## src/rtl/imem_load_arbiter.sv

```systemverilog
// Instruction memory port arbiter: core fetch vs. program loader write stream.
// Optional IMEM_LOAD_CHECKSUM_EN adds a running load_csum of accepted words.
module imem_load_arbiter #(
  parameter int IMEM_BITS = 10,
  parameter int IMEM_SIZE = 1 << IMEM_BITS,
  parameter int LEN_W     = IMEM_BITS + 1
) (
  input  logic                 clk,
  input  logic                 reset_n,
  input  logic                 fetch_req,
  input  logic [31:0]          fetch_addr,
  output logic                 fetch_stall,
  output logic                 fetch_valid,
  output logic [31:0]          fetch_data,
  input  logic                 load_start,
  input  logic [IMEM_BITS-1:0] load_base,
  input  logic [LEN_W-1:0]     load_len,
  input  logic                 ld_valid,
  input  logic [31:0]          ld_data,
  output logic                 ld_ready,
  output logic                 load_busy,
  output logic                 load_done,
`ifdef IMEM_LOAD_CHECKSUM_EN
  output logic [31:0]          load_csum,
`endif
  output logic [IMEM_BITS-1:0] mem_addr,
  output logic                 mem_we,
  output logic [31:0]          mem_wdata,
  input  logic [31:0]          mem_rdata
);

  typedef enum logic [1:0] {
    IDLE,
    LOAD,
    DONE
  } state_t;

  localparam logic [LEN_W-1:0] SIZE_L = LEN_W'(IMEM_SIZE);
  localparam logic [LEN_W-1:0] ONE_L  = LEN_W'(1);

  state_t               state;
  logic [IMEM_BITS-1:0] ptr;
  logic [LEN_W-1:0]     remaining;
  logic [LEN_W-1:0]     len_clamp;
  logic                 in_load;
  logic                 unused_addr_hi;

  assign unused_addr_hi = ^fetch_addr[31:IMEM_BITS];

  // Lengths beyond the memory depth would only rewrite the same words.
  assign len_clamp = (load_len > SIZE_L) ? SIZE_L : load_len;

  assign in_load     = (state == LOAD);
  assign ld_ready    = in_load;
  assign load_busy   = in_load;
  assign load_done   = (state == DONE);
  assign mem_we      = in_load & ld_valid;
  assign mem_wdata   = ld_data;
  assign mem_addr    = in_load ? ptr : fetch_addr[IMEM_BITS-1:0];
  assign fetch_stall = fetch_req & (state != IDLE);

  always_ff @(posedge clk or negedge reset_n) begin
    if (!reset_n) begin
      state       <= IDLE;
      ptr         <= '0;
      remaining   <= '0;
      fetch_valid <= 1'b0;
      fetch_data  <= '0;
`ifdef IMEM_LOAD_CHECKSUM_EN
      load_csum   <= '0;
`endif
    end else begin
      unique case (state)
        IDLE: begin
          fetch_valid <= fetch_req;
          if (fetch_req)
            fetch_data <= mem_rdata;
          if (load_start) begin
            ptr       <= load_base;
            remaining <= len_clamp;
            state     <= (len_clamp != '0) ? LOAD : DONE;
`ifdef IMEM_LOAD_CHECKSUM_EN
            load_csum <= '0;
`endif
          end
        end
        LOAD: begin
          fetch_valid <= 1'b0;
          if (ld_valid) begin
            ptr       <= ptr + 1'b1;
            remaining <= remaining - ONE_L;
`ifdef IMEM_LOAD_CHECKSUM_EN
            load_csum <= load_csum + ld_data;
`endif
            if (remaining == ONE_L)
              state <= DONE;
          end
        end
        DONE: begin
          fetch_valid <= 1'b0;
          state       <= IDLE;
        end
        default: begin
          fetch_valid <= 1'b0;
          state       <= IDLE;
        end
      endcase
    end
  end

endmodule

```

## config.mk

```make
export PLATFORM = sky130hd
export DESIGN_NAME = imem_load_arbiter
export DESIGN_NICKNAME = d
export VERILOG_FILES = /design/src/rtl/imem_load_arbiter.sv
export SDC_FILE = /design/constraint.sdc
export NUM_CORES = 1
export LEC_CHECK = 0
export BUFFER_PORTS_ARGS = -buffer_cell sky130_fd_sc_hd__buf_4
export CAP_MARGIN = 30
export CORE_ASPECT_RATIO = 0.6
export CORE_MARGIN = 2
export CORE_UTILIZATION = 42
export DETAILED_ROUTE_END_ITERATION = 6
export PLACE_DENSITY = 0.8
export SETUP_SLACK_MARGIN = 0.5
export SYNTH_ARGS = -nofsm -noshare
export SYNTH_HDL_FRONTEND = slang
export SYNTH_SLANG_ARGS = --single-unit
```

## constraint.sdc

```tcl
create_clock -name clk -period 1.95 [get_ports clk]
set_input_delay 0.195 -clock clk [delete_from_list [all_inputs] [get_ports clk]]
set_output_delay 0.195 -clock clk [all_outputs]
set_load 0.05 [all_outputs]
```

==> run metrics <==
Post-Syn Area=3024 sq um; Worst-Margin Slew=734.4 ps; Final Setup Violations=0; area grow syn2layout=64.50%; Pins Over Slew Limit=0; Post-synth EDFFs=0; most frequent cells after synthesis=56 x dfrtp_1, 43 x nand2_1, 33 x buf_4; RSZ-0062 raised after global routing=true; Distinct cells, synth=between 40 and 50; Peak supply drop=1.135 mV; number of max-cap violations=0; die height=69.73 um; clock tree buffer depth=2; number of global-route vias before repair=2769; GRT Util Overall=0.2150; Post-synth top flop=dfrtp_1; Synth area leaders=dfrtp_1 46%, mux2_1 12%, buf_4 8.2%, nand2_1 5.3%, a21oi_1 3.1%; CP endpoint kind=register; IO Pins=202; count leader, synth=dfrtp_1; layout cells sized above 1=0.6051; yosys warns=0; skew final=about 5.6 ps; Static Leak=approximately 2.3 nW; core area=6820 sq um; Final Core Density=0.7294; Tcrit/Tclk final=0.8819; Placer Congestion=0.8901; maximum clock rate=roughly 0.58 GHz; first-pass GRT wire length=13.77 mm; Slew headroom=0.5104; Setup TNS=0 ps; Cells after Synth=between 300 and 400; initial core utilization=0.4434; Detailed Place HPWL=5.542 mm; port bufs=115; CTS clk-pin slew, worst paths=70 ps; largest net degree at the start of global routing=between 50 and 60; diode count=0; Async SR Flop Fraction=1.000; antenna viol nets, final=0; CP Launch Type=register; PwrDens=1853 nW/um^2; Initial DRC Count=190; Nets=557; via count=between 2000 and 3000; leading area contributor after synthesis=dfrtp_1; syn_nets=between 400 and 500; CTS Sinks=56; CTS Buf Count=5; Syn Area/Cell=9.819 sq um; DRC=0; drt via density=5.533; status=finished, final reports clean; WL per Instance=19.26 um; Clock Latency Late Sink=290 ps; minimum clock period=1720 ps; sequential share of the synthesized area=0.4634; Yosys top cell area share=0.4634; die area=7917 sq um; CTS tree=done; dpl ws=266.8 ps; CP Class=register to register; Post-Route WL=10.02 mm; Core Rows=23; Final Hold Violating Endpoints=0; setup slack after layout=230.4 ps; CP Data Arrival Time=1890 ps; H-tree levels=2; root buffer cell=clkbuf_16; Worst Hold Class=input pin to register; die width=113.5 um; worst-path fanout max=4; Worst EP required=2120 ps; DR pass1 iterations=5; initial antenna violation count=0; Yosys reg bits=56; GR Overflow Total=0
==> logic make-up after synthesis <==
group           Yosys count  synth area share
compound gates           66            0.1349
buf+inv                  53            0.1105
mux                      32            0.1192
flops                    56            0.4634
fa+ha+maj                 3           0.01241
simple gates             98            0.1597
==> cells in the final DEF, fill, tap and decap left out, types with 2 or more instances in the layout <==
| cell | netlist | layout |
|---|---|---|
| a21oi_1 | 19 | 15 |
| a21oi_2 | 1 | 4 |
| a2bb2oi_1 | 5 | 4 |
| a31oi_1 | 7 | 7 |
| and2_4 | 0 | 2 |
| and3_1 | 3 | 3 |
| buf_12 | 0 | 4 |
| buf_16 | 0 | 4 |
| buf_4 | 33 | 122 |
| buf_6 | 0 | 18 |
| buf_8 | 0 | 13 |
| clkbuf_16 | 0 | 8 |
| dfrtp_1 | 56 | 52 |
| dfrtp_2 | 0 | 4 |
| ha_1 | 3 | 2 |
| inv_1 | 3 | 2 |
| mux2_4 | 0 | 32 |
| nand2_1 | 43 | 25 |
| nand2_2 | 0 | 5 |
| nand2_4 | 0 | 13 |
| nand2b_4 | 0 | 2 |
| nand3_1 | 7 | 7 |
| nand4_1 | 3 | 3 |
| nor2_1 | 18 | 14 |
| nor2_2 | 0 | 2 |
| nor2_4 | 0 | 2 |
| nor2b_2 | 0 | 2 |
| nor3_1 | 2 | 2 |
| nor3b_4 | 0 | 2 |
| nor4_1 | 5 | 2 |
| nor4_2 | 1 | 3 |
| o21ai_1 | 17 | 16 |
| o22ai_1 | 6 | 5 |
| o2bb2ai_1 | 3 | 3 |
| or4_4 | 2 | 2 |
==> layout make-up <==
| cell class | count | area [sq um] |
|---|---|---|
| repair buffers | 165 | 1589 |
| multi-input cells | 200 | 1703 |
| flip-flops and latches | 56 | 1406 |
| fillers | 473 | 1846 |
| well taps | 87 | 108.9 |
| clock inverters | 2 | 16.27 |
| inverters | 4 | 22.52 |
| clock buffers | 6 | 128.9 |
==> per-stage QoR <==
step                      power (mW)  instance area, sq um  std cells  hold WS [ps]
after floorplan                5.475                  3131        308        -100.6
after global placement         6.506                  3840        466         298.8
after detailed placement       6.618                  3840        466         293.6
after CTS                      8.446                  4567        503         120.0
after global routing           9.650                  4975        520         125.4
final                          9.218                  4975        520         126.6
==> repair_timing <==
item | in CTS | in global routing
hold endpoints to repair | 56 | 0
pin swaps | 10 | 15
cloned | 4 | 6
setup endpoints to repair | 65 | 68
setup buffers | 24 | 11
resized for setup | 73 | 64
hold buffers | 1 | 0
==> routing by layer <==
metal	part of all wire	up-vias	routed length [um]	track usage
met2	0.48	158	4855	0.3626
met5	0	-	0	0
met4	0.00080	0	8	0.01897
li1	-	1311	-	-
met1	0.44	1406	4393	0.2898
met3	0.076	2	758	0.05769
==> worst max-delay path: stages (launching register included) <==
cell and delay, ps:
dfrtp_2 400, or4_4 590, nor4_2 190, o21ai_1 110
a221o_1 310
==> power by group <==
group | internal [mW] | leakage, nW | total, mW | switching [mW]
registers | 1.72 | 0.672 | 2.27 | 0.547
logic | 2.64 | 1.57 | 6.05 | 3.41
clock network | 0.480 | 0.0671 | 0.897 | 0.417
==> flip-flops by register name, summed over array words and instances, names as in the netlist <==
register,cells
fetch_data,32
ptr,10
state,2
fetch_valid,1
remaining,11
==> path summary, 6_finish.rpt <==
check	endpoint	from	cells after the start	slack (ps)
max	remaining[7]	remaining[3]	4	230
min	remaining[6]	load_len[6]	2	130
max reg2reg	remaining[7]	remaining[3]	4	230
min reg2reg	fetch_data[26]	fetch_data[26]	1	510
max in group asynchronous	state[0]	reset_n	2	920
min in group asynchronous	remaining[0]	reset_n	2	510
Power figures use the tool's default switching activity.
